File: config.mk
export PLATFORM = sky130hd
export DESIGN_NAME = sipo_deserializer
export DESIGN_NICKNAME = d
export VERILOG_FILES = /design/src/rtl/sipo_deserializer.sv
export SDC_FILE = /design/constraint.sdc
export NUM_CORES = 1
export LEC_CHECK = 0
export CAP_MARGIN = 30
export CORE_MARGIN = 2
export CORE_UTILIZATION = 38
export CTS_BUF_LIST = sky130_fd_sc_hd__clkbuf_4 sky130_fd_sc_hd__clkbuf_8
export CTS_CLUSTER_SIZE = 30
export DETAILED_ROUTE_END_ITERATION = 6
export GPL_ROUTABILITY_DRIVEN = 0
export HOLD_SLACK_MARGIN = 0.06
export PLACE_DENSITY = 0.65
export SLEW_MARGIN = 20
export SYNTH_ARGS = -nofsm -noshare
export SYNTH_HDL_FRONTEND = slang
export SYNTH_SLANG_ARGS = --single-unit
File: constraint.sdc
create_clock -name clk -period 1.2 [get_ports clk]
set_input_delay 0.12 -clock clk [delete_from_list [all_inputs] [get_ports clk]]
set_output_delay 0.12 -clock clk [all_outputs]
set_load 0.05 [all_outputs]
File: src/rtl/sipo_deserializer.sv
// Serial-to-parallel deserializer: assembles framed WIDTH-bit words from a
// qualified serial bit stream, with explicit frame_start framing and abort.
module sipo_deserializer #(
    parameter int WIDTH     = 8,
    parameter bit MSB_FIRST = 1'b1
) (
    input  logic                       clk,
    input  logic                       reset,
    input  logic                       d_in,
    input  logic                       d_valid,
    input  logic                       frame_start,
    output logic [WIDTH-1:0]           dout,
    output logic                       dout_valid,
    output logic                       busy,
    output logic [$clog2(WIDTH)-1:0]   bit_count,
    output logic                       abort
);

    localparam int CW = $clog2(WIDTH);

    typedef enum logic {
        IDLE  = 1'b0,
        SHIFT = 1'b1
    } state_t;

    state_t           state_q, state_d;
    logic [WIDTH-1:0] shreg_q, shreg_d;
    logic [WIDTH-1:0] dout_q, dout_d;
    logic [CW-1:0]    cnt_q, cnt_d;
    logic             dv_q, dv_d;
    logic             abort_q, abort_d;

    // first_word seeds a new word with bit 0; next_word appends one more bit.
    logic [WIDTH-1:0] first_word;
    logic [WIDTH-1:0] next_word;

    always_comb begin
        if (MSB_FIRST) begin
            first_word = {{(WIDTH-1){1'b0}}, d_in};
            next_word  = {shreg_q[WIDTH-2:0], d_in};
        end else begin
            first_word = {d_in, {(WIDTH-1){1'b0}}};
            next_word  = {d_in, shreg_q[WIDTH-1:1]};
        end
    end

    always_comb begin
        state_d = state_q;
        shreg_d = shreg_q;
        dout_d  = dout_q;
        cnt_d   = cnt_q;
        dv_d    = 1'b0;
        abort_d = 1'b0;
        if (d_valid) begin
            if (frame_start) begin
                // frame_start always restarts, even over a word about to complete.
                abort_d = (state_q == SHIFT);
                shreg_d = first_word;
                cnt_d   = CW'(1);
                state_d = SHIFT;
            end else if (state_q == SHIFT) begin
                shreg_d = next_word;
                if (cnt_q == CW'(WIDTH - 1)) begin
                    dout_d  = next_word;
                    dv_d    = 1'b1;
                    cnt_d   = '0;
                    state_d = IDLE;
                end else begin
                    cnt_d = cnt_q + CW'(1);
                end
            end
        end
    end

    always_ff @(posedge clk) begin
        if (reset) begin
            state_q <= IDLE;
            shreg_q <= '0;
            dout_q  <= '0;
            cnt_q   <= '0;
            dv_q    <= 1'b0;
            abort_q <= 1'b0;
        end else begin
            state_q <= state_d;
            shreg_q <= shreg_d;
            dout_q  <= dout_d;
            cnt_q   <= cnt_d;
            dv_q    <= dv_d;
            abort_q <= abort_d;
        end
    end

    assign dout       = dout_q;
    assign dout_valid = dv_q;
    assign busy       = (state_q == SHIFT);
    assign bit_count  = cnt_q;
    assign abort      = abort_q;

endmodule

After elaboration in Yosys (flattened, before gate mapping). Index checks and enable logic that the tools add are counted.

Input bits: 5. Bits in read-only memories: 0. Memory bits (writable): 0. Register bits: 21. Memories kept: 0. Word-level logic and storage cells: 25. Output and inout port bits: 14. Latch bits: 0.

Shift operators: 0. Reductions and logical operators: 5. $add $sub $neg: 1. Equality and inequality tests: 1. Bitwise gates (word level): 3. Multiplexer cells: 9. Magnitude comparators: 0. Divide/modulo/power cells: 0. $mul: 0.

Operators with widths (number): two-way mux 7 bit (2); two-way mux 3 bit (3); two-way mux 1 bit (4); AND reduction 4 bit (1); OR reduction 4 bit (1); adder 3 x 1 -> 3 bit (second input constant) (1); == test 3 bit (second input constant) (1); inverter 1 bit (3); OR reduction 3 bit (1); AND reduction 2 bit (1); nonzero test 2 bit (1).

Longest topological paths before layout.
Depth after elaboration: 4. Mapped depth: 5. Gate-level depth less buffers: 4.

Least setup slack after synthesis. No wires, ideal clock.

Path kind: flip-flop to flip-flop. From: register cnt_q[1] (netlist: bit_count[1]). To: register dout_q[1] (netlist: dout[1]). Arrival time: 1515 ps. Path buffers: 1. Required time: 1128 ps. Slack: -387 ps. Clock period less this slack: 1587 ps. Library setup time: 72 ps. Cell stages (with the launch flop): 6. Cells stage by stage: dfxtp_1 -> ha_1 -> ha_1 -> and4b_1 -> buf_6 -> mux2i_1.

Longest elaborated chain between the ends: 2.

Ends and longest elaborated chain: start, declared (RTL line 29) `logic [CW-1:0] cnt_q, cnt_d;`; start signal, assigned (RTL line 87) `cnt_q <= cnt_d;`; == test 3 bit (RTL line 63) `if (cnt_q == CW'(WIDTH - 1)) begin`; AND reduction 4 bit (no source line); end signal, assigned (RTL line 86) `dout_q <= dout_d;`; end, declared (RTL line 28) `logic [WIDTH-1:0] dout_q, dout_d;`.

Every way passes these cells. A chain may end at the register's enable or synchronous reset.

Final worst setup path.
From: register cnt_q[1] (netlist: bit_count[1]). To: register dout_q[7] (netlist: dout[7]).

The elaborated chain is that of the path after synthesis.

==> out/results.txt <==
outcome -> finished, final reports clean
Synth Cell Area -> 868 um^2
Least-Margin Pin Slew -> 0.221 ns
Avg WL per Cell -> 12.1 um
Initial Utilization -> 0.396
Setup Crit Path Kind -> reg2reg
final hold violation count -> 0
Yosys cell types -> 20
ys async rst share -> 0
GRT Overall Usage -> 0.133
first-pass GRT wire length -> 2640 um
CP peak stage delay -> 0.38 ns
final slew viol count -> 0
largest net degree at the start of global routing -> 18
CTS clk-pin slew, worst paths -> 0.12 ns
internal power -> 0.000914 W
vias post-DR -> 622
worst skew pair latency -> 0.29 ns
vias in the first global route -> 594
Die H -> 51.8 um
switch share -> 0.241
PortBufs -> 18
leading area contributor after synthesis -> dfxtp_1
Area Overhead vs Synth -> 54.0%
post-route antenna net violation count -> 0
layout cell share with drive strength beyond 1 -> 0.375
leakage power -> 0.533 nW
total CTS buffers -> 3
diode count -> 0
crit-path max FO -> 4
initial antenna violation count -> 0
I/O Pins -> 19
Bufs on Longest Clock Path -> 2
Syn Inst Count -> 78
die span in x -> 51.8 um
Final Cycle Share -> 0.970
EDFF count, synth -> 0
worst-case vdd ir drop -> 0.000632 V
DR DRC count -> 0
syn_area_per_cell -> 11.1 um^2
sequential area share after synthesis -> 0.484
Gate power share -> 0.125
share of power burned in registers -> 0.594
synth cell count leaders -> 21 x dfxtp_1, 18 x nand2b_1, 9 x mux2i_1
crit path time final -> 1.16 ns
RSZ-0062 raised after global routing -> true
CTS HTree Levels -> 1
Max Clk Rate -> 859 MHz
top post-synthesis cells by area -> dfxtp_1 48%, nand2b_1 13%, mux2i_1 10%, buf_6 5.2%, o22ai_1 4.3%
Critical-path top delay cell -> dfxtp_4
drt first pass iters -> 3
sinks on the clock net -> 21
#FFs+latches synth -> 21
DP HPWL -> 1180 um
Clk network pwr share -> 0.281
top-area cell type share of the netlist area -> 0.484
die area -> 2680 um^2
startpoint type of the worst setup path -> flop
NumNets Final -> 112
syn_nets -> 85
initial DRC count -> 2
Power Density -> 900 nW/um^2
clk root buf -> clkbuf_4
number of vias per cell -> 4.71
max cap viols -> 0
global route total overflow -> 0
CTS tree -> built
clk_skew -> 0.000613 ns
WL final -> 1600 um
Final Non-Filler Cells -> 132
num rows -> 17
WP data required -> 1.43 ns
most frequent cell on the critical path -> ha_4
switching power -> 0.000290 W
Hold Path Class -> in2reg
slew margin rel. -> 0.852
Hold Slack -> 0.423 ns
Primary FF master, synth -> dfxtp_1
Arr. time, crit path -> 1.40 ns
Synth Warn # -> 0
crit-path cells -> ha_4, ha_4, and4b_2, mux2i_1
placed cells -> 128
most instantiated library cell after synthesis -> dfxtp_1
endpoints failing setup -> 0
core box area -> 2190 um^2
post-CTS setup buffers -> 0
CP Capture Type -> flop
==> layout by cell type, fill, tap and decap left out, drive strengths merged, types with 3 or more instances in the layout <==
cell type,instances
clkbuf,3
dfxtp,21
mux2i,9
buf,24
o22ai,6
clkdlybuf4s50,4
nand2b,18
==> registers in the layout (all words and copies together), names as in the netlist <==
| name | count |
|---|---|
| dout | 8 |
| shreg_q | 7 |
| bit_count | 3 |
| abort | 1 |
| busy | 1 |
| dout_valid | 1 |
==> layout make-up <==
type / instances / area, um^2
clock buffer: 3 / 22.5
clock inverter: 1 / 5.00
fill: 184 / 853
inverter: 2 / 7.51
multi-input combinational: 49 / 413
sequential: 21 / 430
tap: 28 / 35.0
timing repair buffer: 28 / 424
==> cell families after synthesis <==
logic type | synth area share
AOI/OAI and AO/OA | 0.108
adders and majority gates | 0.0288
buffers and inverters | 0.0706
DFF | 0.484
muxes | 0.104
and+or+nand+nor | 0.205
==> power groups by stage <==
stage	Combinational, W	Sequential [W]	Clock [W]
final	0.000151	0.000715	0.000338
after global routing	0.000159	0.000717	0.000380
after CTS	0.000152	0.000715	0.000348
after detailed placement	0.000151	0.000731	0
after global placement	0.000150	0.000731	0
after floorplan	0.0000642	0.000747	0
==> worst max-delay path: cells and delay by family, from the launching register on <==
kind          cells  cell delay (ns)
fa+ha+maj         2             0.26
flops             1             0.38
simple gates      1             0.27
mux               1             0.19
==> what timing repair did <==
item | in CTS | in global routing
setup endpoints to repair | 1 | 6
resized for setup | 1 | 1
hold buffers | 0 | 0
==> metal layers <==
layer  wire, um  global-route usage  vias to the layer above  share of wire
met3         43              0.0287                        2          0.027
met4         27              0.0658                        0          0.017
met1        770               0.185                      284           0.48
met5          0                   0                        -              0
li1           -                   -                      327              -
met2        755               0.194                        9           0.47
==> final timing paths <==
check | from | to | slack (ns) | cells after the start
max | bit_count[1]$_SDFFE_PP0P_ | dout[7]$_SDFFE_PP0P_ | 0.04 | 4
min | d_in | dout[0]$_SDFFE_PP0P_ | 0.42 | 3
max reg2reg | bit_count[1]$_SDFFE_PP0P_ | dout[7]$_SDFFE_PP0P_ | 0.04 | 4
min reg2reg | dout[1]$_SDFFE_PP0P_ | dout[1]$_SDFFE_PP0P_ | 0.52 | 2
==> metrics by stage <==
| step | TNS, ns | setup slack [ns] | power [W] | util | cell area (um^2) |
|---|---|---|---|---|---|
| finish | 0 | 0.0364 | 0.00120 | 0.611 | 1340 |
| global route | -0.0739 | -0.0342 | 0.00126 | 0.611 | 1340 |
| CTS | 0 | 0.000133 | 0.00121 | 0.609 | 1330 |
| detailed placement | -1.22 | -0.116 | 0.000883 | 0.596 | 1310 |
| global placement | -0.537 | -0.0669 | 0.000880 | 0.596 | 1310 |
| floorplan | -0.183 | -0.0413 | 0.000811 | - | 903 |
(Power assumes the default switching activity.)
